[src/rtl/x7seg_capture.sv]
// Receive-side capture for a multiplexed, active-low 4-digit 7-segment bus.
// Debounces each digit slot, decodes the segments to hex and rebuilds the 16-bit value.
module x7seg_capture #(
  parameter int STABLE_CYC = 16,
  parameter int TIMEOUT    = 2000000,
  parameter int TO_W       = 21
) (
  input  logic        clk,
  input  logic        clr_n,
  input  logic [6:0]  smg_duan,
  input  logic [3:0]  smg_wei,
  input  logic        dp,
  output logic [15:0] value,
  output logic [3:0]  dp_mask,
  output logic        frame_vld,
  output logic        seg_err,
  output logic        wei_err,
  output logic        stale
);

  localparam int              CNT_W    = (STABLE_CYC > 1) ? $clog2(STABLE_CYC) : 1;
  localparam logic [CNT_W-1:0] CNT_LAST = CNT_W'(STABLE_CYC - 1);
  localparam logic [TO_W-1:0]  TO_MAX   = TO_W'(TIMEOUT);
  localparam logic [TO_W-1:0]  TO_PRE   = TO_W'(TIMEOUT - 1);

  localparam logic [1:0] ST_WAIT   = 2'd0;
  localparam logic [1:0] ST_SETTLE = 2'd1;
  localparam logic [1:0] ST_HELD   = 2'd2;

  // Sample layout: {wei[3:0], duan[6:0], dp}
  logic [11:0] sync_a;
  logic [11:0] sync_s;
  logic [11:0] samp;

  logic [1:0]       state;
  logic [CNT_W-1:0] cnt;

  logic [15:0]     nib_buf;
  logic [3:0]      dp_buf;
  logic [3:0]      mask;
  logic [TO_W-1:0] to_cnt;

  logic       changed;
  logic       eval_now;
  logic [1:0] dig_k;
  logic       one_hot;
  logic       multi;
  logic       dec_valid;
  logic [3:0] dec_nib;
  logic       capture;

  // Segment pattern to {valid, nibble}.
  function automatic logic [4:0] decode(input logic [6:0] d);
    logic [4:0] r;
    case (d)
      7'b0000001: r = 5'h10;
      7'b1001111: r = 5'h11;
      7'b0010010: r = 5'h12;
      7'b0000110: r = 5'h13;
      7'b1001100: r = 5'h14;
      7'b0100100: r = 5'h15;
      7'b0100000: r = 5'h16;
      7'b0001111: r = 5'h17;
      7'b0000000: r = 5'h18;
      7'b0000100: r = 5'h19;
      7'b0001000: r = 5'h1A;
      7'b1100000: r = 5'h1B;
      7'b0110001: r = 5'h1C;
      7'b1000010: r = 5'h1D;
      7'b0110000: r = 5'h1E;
      7'b0111000: r = 5'h1F;
      default:    r = 5'h00;
    endcase
    return r;
  endfunction

  // Synchronisers reset to the idle (all-high) bus so a blank bus after reset is not a change.
  // NOTE: sequential state always uses non-blocking assignments so every flop samples pre-edge values.
  always_ff @(posedge clk or negedge clr_n) begin
    if (!clr_n) begin
      sync_a <= '1;
      sync_s <= '1;
    end else begin
      sync_a <= {smg_wei, smg_duan, dp};
      sync_s <= sync_a;
    end
  end

  assign changed  = (sync_s != samp);
  assign eval_now = (state == ST_SETTLE) && !changed && (cnt == CNT_LAST);
  assign {dec_valid, dec_nib} = decode(samp[7:1]);

  // NOTE: every always_comb output gets a default first so no latch is inferred.
  always_comb begin
    dig_k   = 2'd0;
    one_hot = 1'b0;
    multi   = 1'b0;
    case (samp[11:8])
      4'b1110: begin dig_k = 2'd0; one_hot = 1'b1; end
      4'b1101: begin dig_k = 2'd1; one_hot = 1'b1; end
      4'b1011: begin dig_k = 2'd2; one_hot = 1'b1; end
      4'b0111: begin dig_k = 2'd3; one_hot = 1'b1; end
      4'b1111: ;
      default: multi = 1'b1;
    endcase
  end

  assign capture = eval_now && one_hot && dec_valid;

  // Debounce FSM: each stable period is evaluated once, on the last SETTLE cycle.
  always_ff @(posedge clk or negedge clr_n) begin
    if (!clr_n) begin
      state <= ST_WAIT;
      cnt   <= '0;
      samp  <= '1;
    end else begin
      case (state)
        ST_WAIT, ST_HELD: begin
          if (changed) begin
            samp  <= sync_s;
            cnt   <= '0;
            state <= ST_SETTLE;
          end
        end
        ST_SETTLE: begin
          if (changed) begin
            samp <= sync_s;
            cnt  <= '0;
          end else if (cnt == CNT_LAST) begin
            state <= ST_HELD;
          end else begin
            cnt <= cnt + CNT_W'(1);
          end
        end
        default: state <= ST_WAIT;
      endcase
    end
  end

  always_ff @(posedge clk or negedge clr_n) begin
    if (!clr_n) begin
      seg_err <= 1'b0;
      wei_err <= 1'b0;
      nib_buf <= '0;
      dp_buf  <= '0;
    end else begin
      seg_err <= eval_now && one_hot && !dec_valid;
      wei_err <= eval_now && multi;
      if (capture) begin
        nib_buf[{dig_k, 2'b00} +: 4] <= dec_nib;
        dp_buf[dig_k]                <= ~samp[0];
      end
    end
  end

  // Frame assembly and timeout; a capture beats a simultaneous timeout hit.
  always_ff @(posedge clk or negedge clr_n) begin
    if (!clr_n) begin
      value     <= '0;
      dp_mask   <= '0;
      frame_vld <= 1'b0;
      mask      <= '0;
      to_cnt    <= '0;
      stale     <= 1'b1;
    end else begin
      frame_vld <= 1'b0;
      if (mask == 4'hF) begin
        value     <= nib_buf;
        dp_mask   <= dp_buf;
        frame_vld <= 1'b1;
        mask      <= '0;
      end
      if (capture) begin
        mask[dig_k] <= 1'b1;
        to_cnt      <= '0;
        stale       <= 1'b0;
      end else if (to_cnt == TO_PRE) begin
        to_cnt <= TO_MAX;
        stale  <= 1'b1;
        mask   <= '0;
      end else if (to_cnt != TO_MAX) begin
        to_cnt <= to_cnt + TO_W'(1);
      end
    end
  end

endmodule

[config.mk]
export PLATFORM = sky130hd
export DESIGN_NAME = x7seg_capture
export DESIGN_NICKNAME = d
export VERILOG_FILES = /design/src/rtl/x7seg_capture.sv
export SDC_FILE = /design/constraint.sdc
export NUM_CORES = 1
export LEC_CHECK = 0
export ABC_AREA = 1
export CORE_UTILIZATION = 33
export CTS_CLUSTER_DIAMETER = 60
export DETAILED_ROUTE_END_ITERATION = 8
export MAX_ROUTING_LAYER = met4
export PLACE_DENSITY_LB_ADDON = 0.08
export SETUP_SLACK_MARGIN = 0.02
export SYNTH_ARGS = -nofsm -noshare
export SYNTH_HDL_FRONTEND = slang
export SYNTH_SLANG_ARGS = --single-unit
[constraint.sdc]
create_clock -name clk -period 5.4 [get_ports clk]
set_input_delay 0.54 -clock clk [delete_from_list [all_inputs] [get_ports clk]]
set_output_delay 0.54 -clock clk [all_outputs]
set_load 0.02 [all_outputs]
==> results of run 1 <==
==> registers in the layout, indices dropped and copies added, names as in the netlist, 12 cells and up <==
name,flops
value,16
nib_buf,16
sync_s,12
to_cnt,21
sync_a,12
samp,12
==> layout make-up <==
type	count	share of cell area, %
clock inverters	6	1.74
well taps	216	4.31
inverters	63	3.78
repair buffers	39	6.11
clock buffers	10	3.66
flip-flops and latches	111	45.1
multi-input cells	428	35.3
==> critical path, stage by stage (launching register included) <==
cell and delay [ns]:
dfstp_2 0.57, nand2_1 0.06, inv_1 0.12, nand3_1 0.10, nand2_1 0.22, inv_1 0.17
ha_1 0.40, inv_1 0.17, nand2_1 0.13, a21oi_1 0.21, nand4_1 0.18, nand2_1 0.12
==> cell families (layout without fill, tap and decap cells) <==
group                      after synthesis  in the layout
and+or+nand+nor                        351            351
DFF                                    111            111
buffers and inverters                   75            118
AOI/OAI and AO/OA                       29             29
muxes                                   20             20
xor gates and xnor gates                18             18
adders and majority gates               10             10
==> routing by layer <==
layer  GRT usage (%)  share of wire (%)  vias to the layer above
met5               -                  0                        -
met4            5.19                1.5                        0
li1                -                  -                     2025
met3            3.10                2.7                       11
met1            18.5                 50                     1884
met2            23.1                 46                       54
==> where the power goes <==
part | switching, uW | total (uW) | internal (uW)
logic | 59.0 | 84.6 | 25.6
registers | 11.8 | 868 | 856
clock network | 293 | 746 | 453
==> cells in the final DEF, fill, tap and decap left out, types with 4 or more instances in the layout <==
cell type	instances
nand4_1	18
nand2_1	182
o211ai_1	4
inv_2	10
dfstp_2	37
nor3_1	10
nor2_1	77
dfrtp_1	74
mux2_2	20
ha_1	10
nor2_2	7
nand3_1	42
inv_1	53
clkbuf_16	9
xnor2_1	5
clkdlybuf4s50_1	36
o21ai_0	16
a21oi_1	7
xor2_1	13
==> metrics by stage <==
stage | cell area (um2) | power, uW | util (%) | setup slack, ns | std cells
final | 6260 | 1700 | 39.6 | 2.90 | 873
after global placement | 5930 | 969 | 37.4 | 2.93 | 857
after global routing | 6260 | 1770 | 39.6 | 2.65 | 873
after CTS | 6260 | 1740 | 39.6 | 2.87 | 873
after floorplan | 5340 | 928 | - | 3.46 | 614
after detailed placement | 5930 | 970 | 37.4 | 2.89 | 857
==> worst min path at each step <==
| stage | slack, ns | cells after the start | end | from |
|---|---|---|---|---|
| detailed placement | 0.35 | 0 | sync_s[11] | sync_a[11] |
| floorplan | 0.24 | 0 | cnt[0] | clr_n |
| global route | 0.36 | 0 | sync_s[11] | sync_a[11] |
| finish | 0.32 | 1 | to_cnt[4] | clr_n |
| CTS | 0.35 | 1 | to_cnt[15] | clr_n |
| global placement | 0.35 | 0 | sync_s[3] | sync_a[3] |
==> reports/metrics.yaml, run 1 <==
status: "complete, no violations"
reg2reg_to: "nib_buf[1]"
hold_class: "primary input to async pin"
gr-total-overflow: 0
synth.avg_cell_area_um2: 8.69
report.final.slew_viol_count: 0
clockBufferDepth: 2
slew-limit-headroom_pct: 39.2
cp-start-kind: "register"
synthMuxAreaShare_pct: 4.22
post_synth_xor_area_fraction_pct: 2.95
drt_wl_total_mm: 10.6
synth-compound-area-share_pct: 2.95
synth-seq-cells: 111
synth_top_area_share_pct: 34.7
finalHoldViolations: 0
worstMarginPinSlew_ns: 0.912
wl_per_cell_um: 12.1
netlist_instances: 614
critical_path_class: "register to register"
cts_resized: 0
grt_pass1_wl_mm: 18.5
io_buffers: 37
place_congestion: 0.841
drtIter0Drc: 178
yosys.area_share.simple_pct: 28.8
cts-root-buf: "clkbuf_16"
synth_adder_area_share_pct: 2.34
dp_hpwl_mm: 7.67
ant_nets: 0
seqCellArea_um2: 2820
first_pass_iters: 4
cts_tree: "done"
antenna_found_initial: 0
num_rows: 46
drive_above_1_share_pct: 16.1
synth_warnings: 0
cts_hold_buf: 0
peakVddDrop_mv: 0.147
setup_viol: 0
power.density_nw_per_um2: 271
crit_path_start: "samp[9]"
vias: 3974
arrival_ns: 2.79
setup.worst_path.end: "nib_buf[1]"
route.detailed.drc: 0
cellLeakagePower_uw: 0.00303
ys_seq_area_share_pct: 52.9
nets: 676
track_usage_pct: 14.6
ios: 38
syn_area_um2: 5340
cts.sinks: 111
cts_made_buffers: 9
fmax_mhz: 399
synthTopCellsByCount: "nand2_1 (182), nor2_1 (77), dfrtp_1 (74)"
finalClockSkew_ns: 0.00605
period_needed_ns: 2.50
holdWs_ns: 0.320
cts_setup_buffers: 0
num_antenna_cells: 0
worst_ep_required_time_ns: 5.69
yosysMostFrequentCell: "nand2_1"
synth_edf_count: 0
htree_levels: 3
path_clk_slew_ns: 0.07
r2r-start: "samp[9]"
syn_nets: 638
synth_area_leaders: "dfrtp_1 (35%), dfstp_2 (18%), nand2_1 (13%)"
synth_ff_type: "dfrtp_1"
dieArea_um2: 16700
first_global_vias: 3931
die-height_um: 129
die_x_um: 129
yosysUniqueCellTypes: 32
synth_top_cell_by_area: "dfrtp_1"
synth_top_family_by_area: "simple AND/OR/NAND/NOR gates"
maxCapViolations: 0
crit_fanout: 6
core_um2: 15800
syn_to_final_growth_pct: 17.3
rsz0062_at_grt: "false"
endpoint_kind: "register"
fin_crit_sh_pct: 46.4
viasPerCell: 4.55
reg2reg_depth: 11
n_fill_cell: 1602
multi_input_area_um2: 2210
regToRegSetupSlack_ns: 2.90
grt_max_degree: 75
async_flop_share_pct: 100
insertion_delay_ns: 0.35
start_util_pct: 33.7
fin_setup_tns_ns: 0
No activity file was read; power rests on OpenSTA's default activity.
==> inputs of run 2 (changes only) <==
Clock period 5.4 ns to 2.4 ns, I/O delays scaled along.
==> reports/metrics.yaml, run 2 (synthesized netlist as in run 1, its figures left out) <==
status: "complete, no violations"
insertion_delay_ns: 0.35
worstMarginPinSlew_ns: 0.448
antenna_found_initial: 0
nets: 687
ant_nets: 0
fmax_mhz: 457
path_cells: "nand2_1 -> inv_2 -> nand3_1 -> nand2_2 -> inv_1 -> ha_2 -> inv_2 -> nand2_1 -> a21oi_1 -> nand4_1 -> nand2_1"
grt_pass1_wl_mm: 18.6
finalHoldViolations: 0
rsz0062_at_grt: "false"
io_buffers: 37
r2r-start: "samp[9]"
worst_ep_required_time_ns: 2.69
report.final.slew_viol_count: 0
route.detailed.drc: 0
finalClockSkew_ns: 0.00713
setup_viol: 0
crit_buf_inv: 3
slew-limit-headroom_pct: 70.0
regToRegSetupSlack_ns: 0.21
reg2reg_depth: 11
die-height_um: 129
fin_area_um2: 6350
min_path_cells: 1
crit_top_cell: "nand2_1"
reg2reg_to: "nib_buf[2]"
cts.sinks: 111
min_to: "sync_a[0]"
cts_made_buffers: 9
slowest_stage: "dfstp_2"
path_clk_slew_ns: 0.07
placed_cell_area_um2: 5980
crit_path_max_incr_delay_ns: 0.58
period_needed_ns: 2.19
start_util_pct: 33.7
clockBufferDepth: 2
fin_crit_sh_pct: 91.2
arrival_ns: 2.48
layout_commonest_cell: "nand2_1"
die_x_um: 129
drtIter0Drc: 196
cp-start-kind: "register"
cts_tree: "done"
ios: 38
largest_register_ffs: 21
critical_path_class: "register to register"
place_congestion: 0.857
wl_per_cell_um: 12.2
drt_wl_total_mm: 10.8
peakVddDrop_mv: 0.305
crit_fanout: 6
hold_class: "primary input to register"
cts-root-buf: "clkbuf_16"
power.density_nw_per_um2: 580
largest-register: "to_cnt"
htree_levels: 3
first_pass_iters: 4
maxCapViolations: 0
num_rows: 46
final_util_pct: 40.2
top_regs: "to_cnt x21, nib_buf x16, value x16"
final_cell_mix: "nand2_1 (181), nor2_1 (77), dfrtp_1 (74)"
critPathTopFamily: "simple AND/OR/NAND/NOR gates"
dp_hpwl_mm: 7.90
endpoint_kind: "register"
cellLeakagePower_uw: 0.00307
core_um2: 15800
syn_to_final_growth_pct: 19.1
drive_above_1_share_pct: 18.6
grt_max_degree: 54
track_usage_pct: 14.8
gr-total-overflow: 0
min_from: "dp"
vias: 3991
first_global_vias: 3973
viasPerCell: 4.51
n_fill_cell: 1593
dieArea_um2: 16700
num_antenna_cells: 0
run 2: cell count changes in the layout (fill, tap and decap cells not counted), sizes merged:
cell | previous run | this run
clkinv | 3 | 0
inv | 63 | 65
dlygate4sd3 | 0 | 1
clkinvlp | 0 | 2
clkbuf | 10 | 11
buf | 3 | 13
bufinv | 3 | 1
run 2: worst max path at each step:
| stage | startpoint | endpoint | depth (start not counted) |
|---|---|---|---|
| global route | samp[7] | to_cnt[15] | 10 |
| detailed placement | samp[9] | nib_buf[1] | 11 |
| global placement | samp[9] | nib_buf[1] | 11 |
| CTS | samp[9] | nib_buf[1] | 11 |
| floorplan | samp[9] | nib_buf[0] | 11 |
| finish | samp[9] | nib_buf[2] | 11 |
run 2: layout make-up:
cell class / count / area, um2 / area share, %
flip-flops and latches: 111 / 2820 / 44.4
multi-input cells: 428 / 2240 / 35.2
repair buffers: 50 / 480 / 7.56
well taps: 216 / 270 / 4.25
clock buffers: 11 / 243 / 3.82
inverters: 63 / 236 / 3.72
clock inverters: 5 / 65.1 / 1.02
run 2: routing by layer:
metal / vias up / GRT usage [%] / wire, um
li1: 2060 / - / -
met1: 1865 / 18.7 / 5370
met2: 55 / 23.1 / 5000
met3: 11 / 3.22 / 223
met4: 0 / 5.81 / 170
met5: - / - / 0
run 2: per-stage QoR:
stage | TNS, ns | setup WS, ns | power, uW | hold WS, ns | instances
3_5_place_dp | -0.0708 | -0.0372 | 2190 | 0.229 | 863
3_3_place_gp | -0.0463 | -0.0306 | 2190 | 0.220 | 863
6_report | 0 | 0.212 | 3690 | 0.286 | 884
2_1_floorplan | 0 | 0.460 | 2090 | -0.0556 | 614
4_1_cts | 0 | 0.0258 | 3760 | 0.267 | 880
5_1_grt | 0 | 0.0387 | 3860 | 0.267 | 884
run 2: timing repair:
item | in CTS | in global routing
hold buffers | 1 | 0
buffers inserted | 0 | 4
pin swaps | 0 | 3
endpoints found under the setup margin | 4 | 14
hold endpoints to repair | 25 | 0
gates resized for setup | 1 | 7
run 2: worst reg2reg max path: stages (launching register included):
cell and delay (ns):
dfstp_2 0.58, nand2_1 0.07, inv_2 0.09, nand3_1 0.10, nand2_2 0.15, inv_1 0.12, ha_2 0.35, inv_2 0.10
nand2_1 0.14, a21oi_1 0.19, nand4_1 0.16, nand2_1 0.10
run 2: power by group:
group          switching [uW]  internal [uW]
Sequential               26.3           1930
Combinational             136           66.6
Clock                     683            850
Total                     846           2840
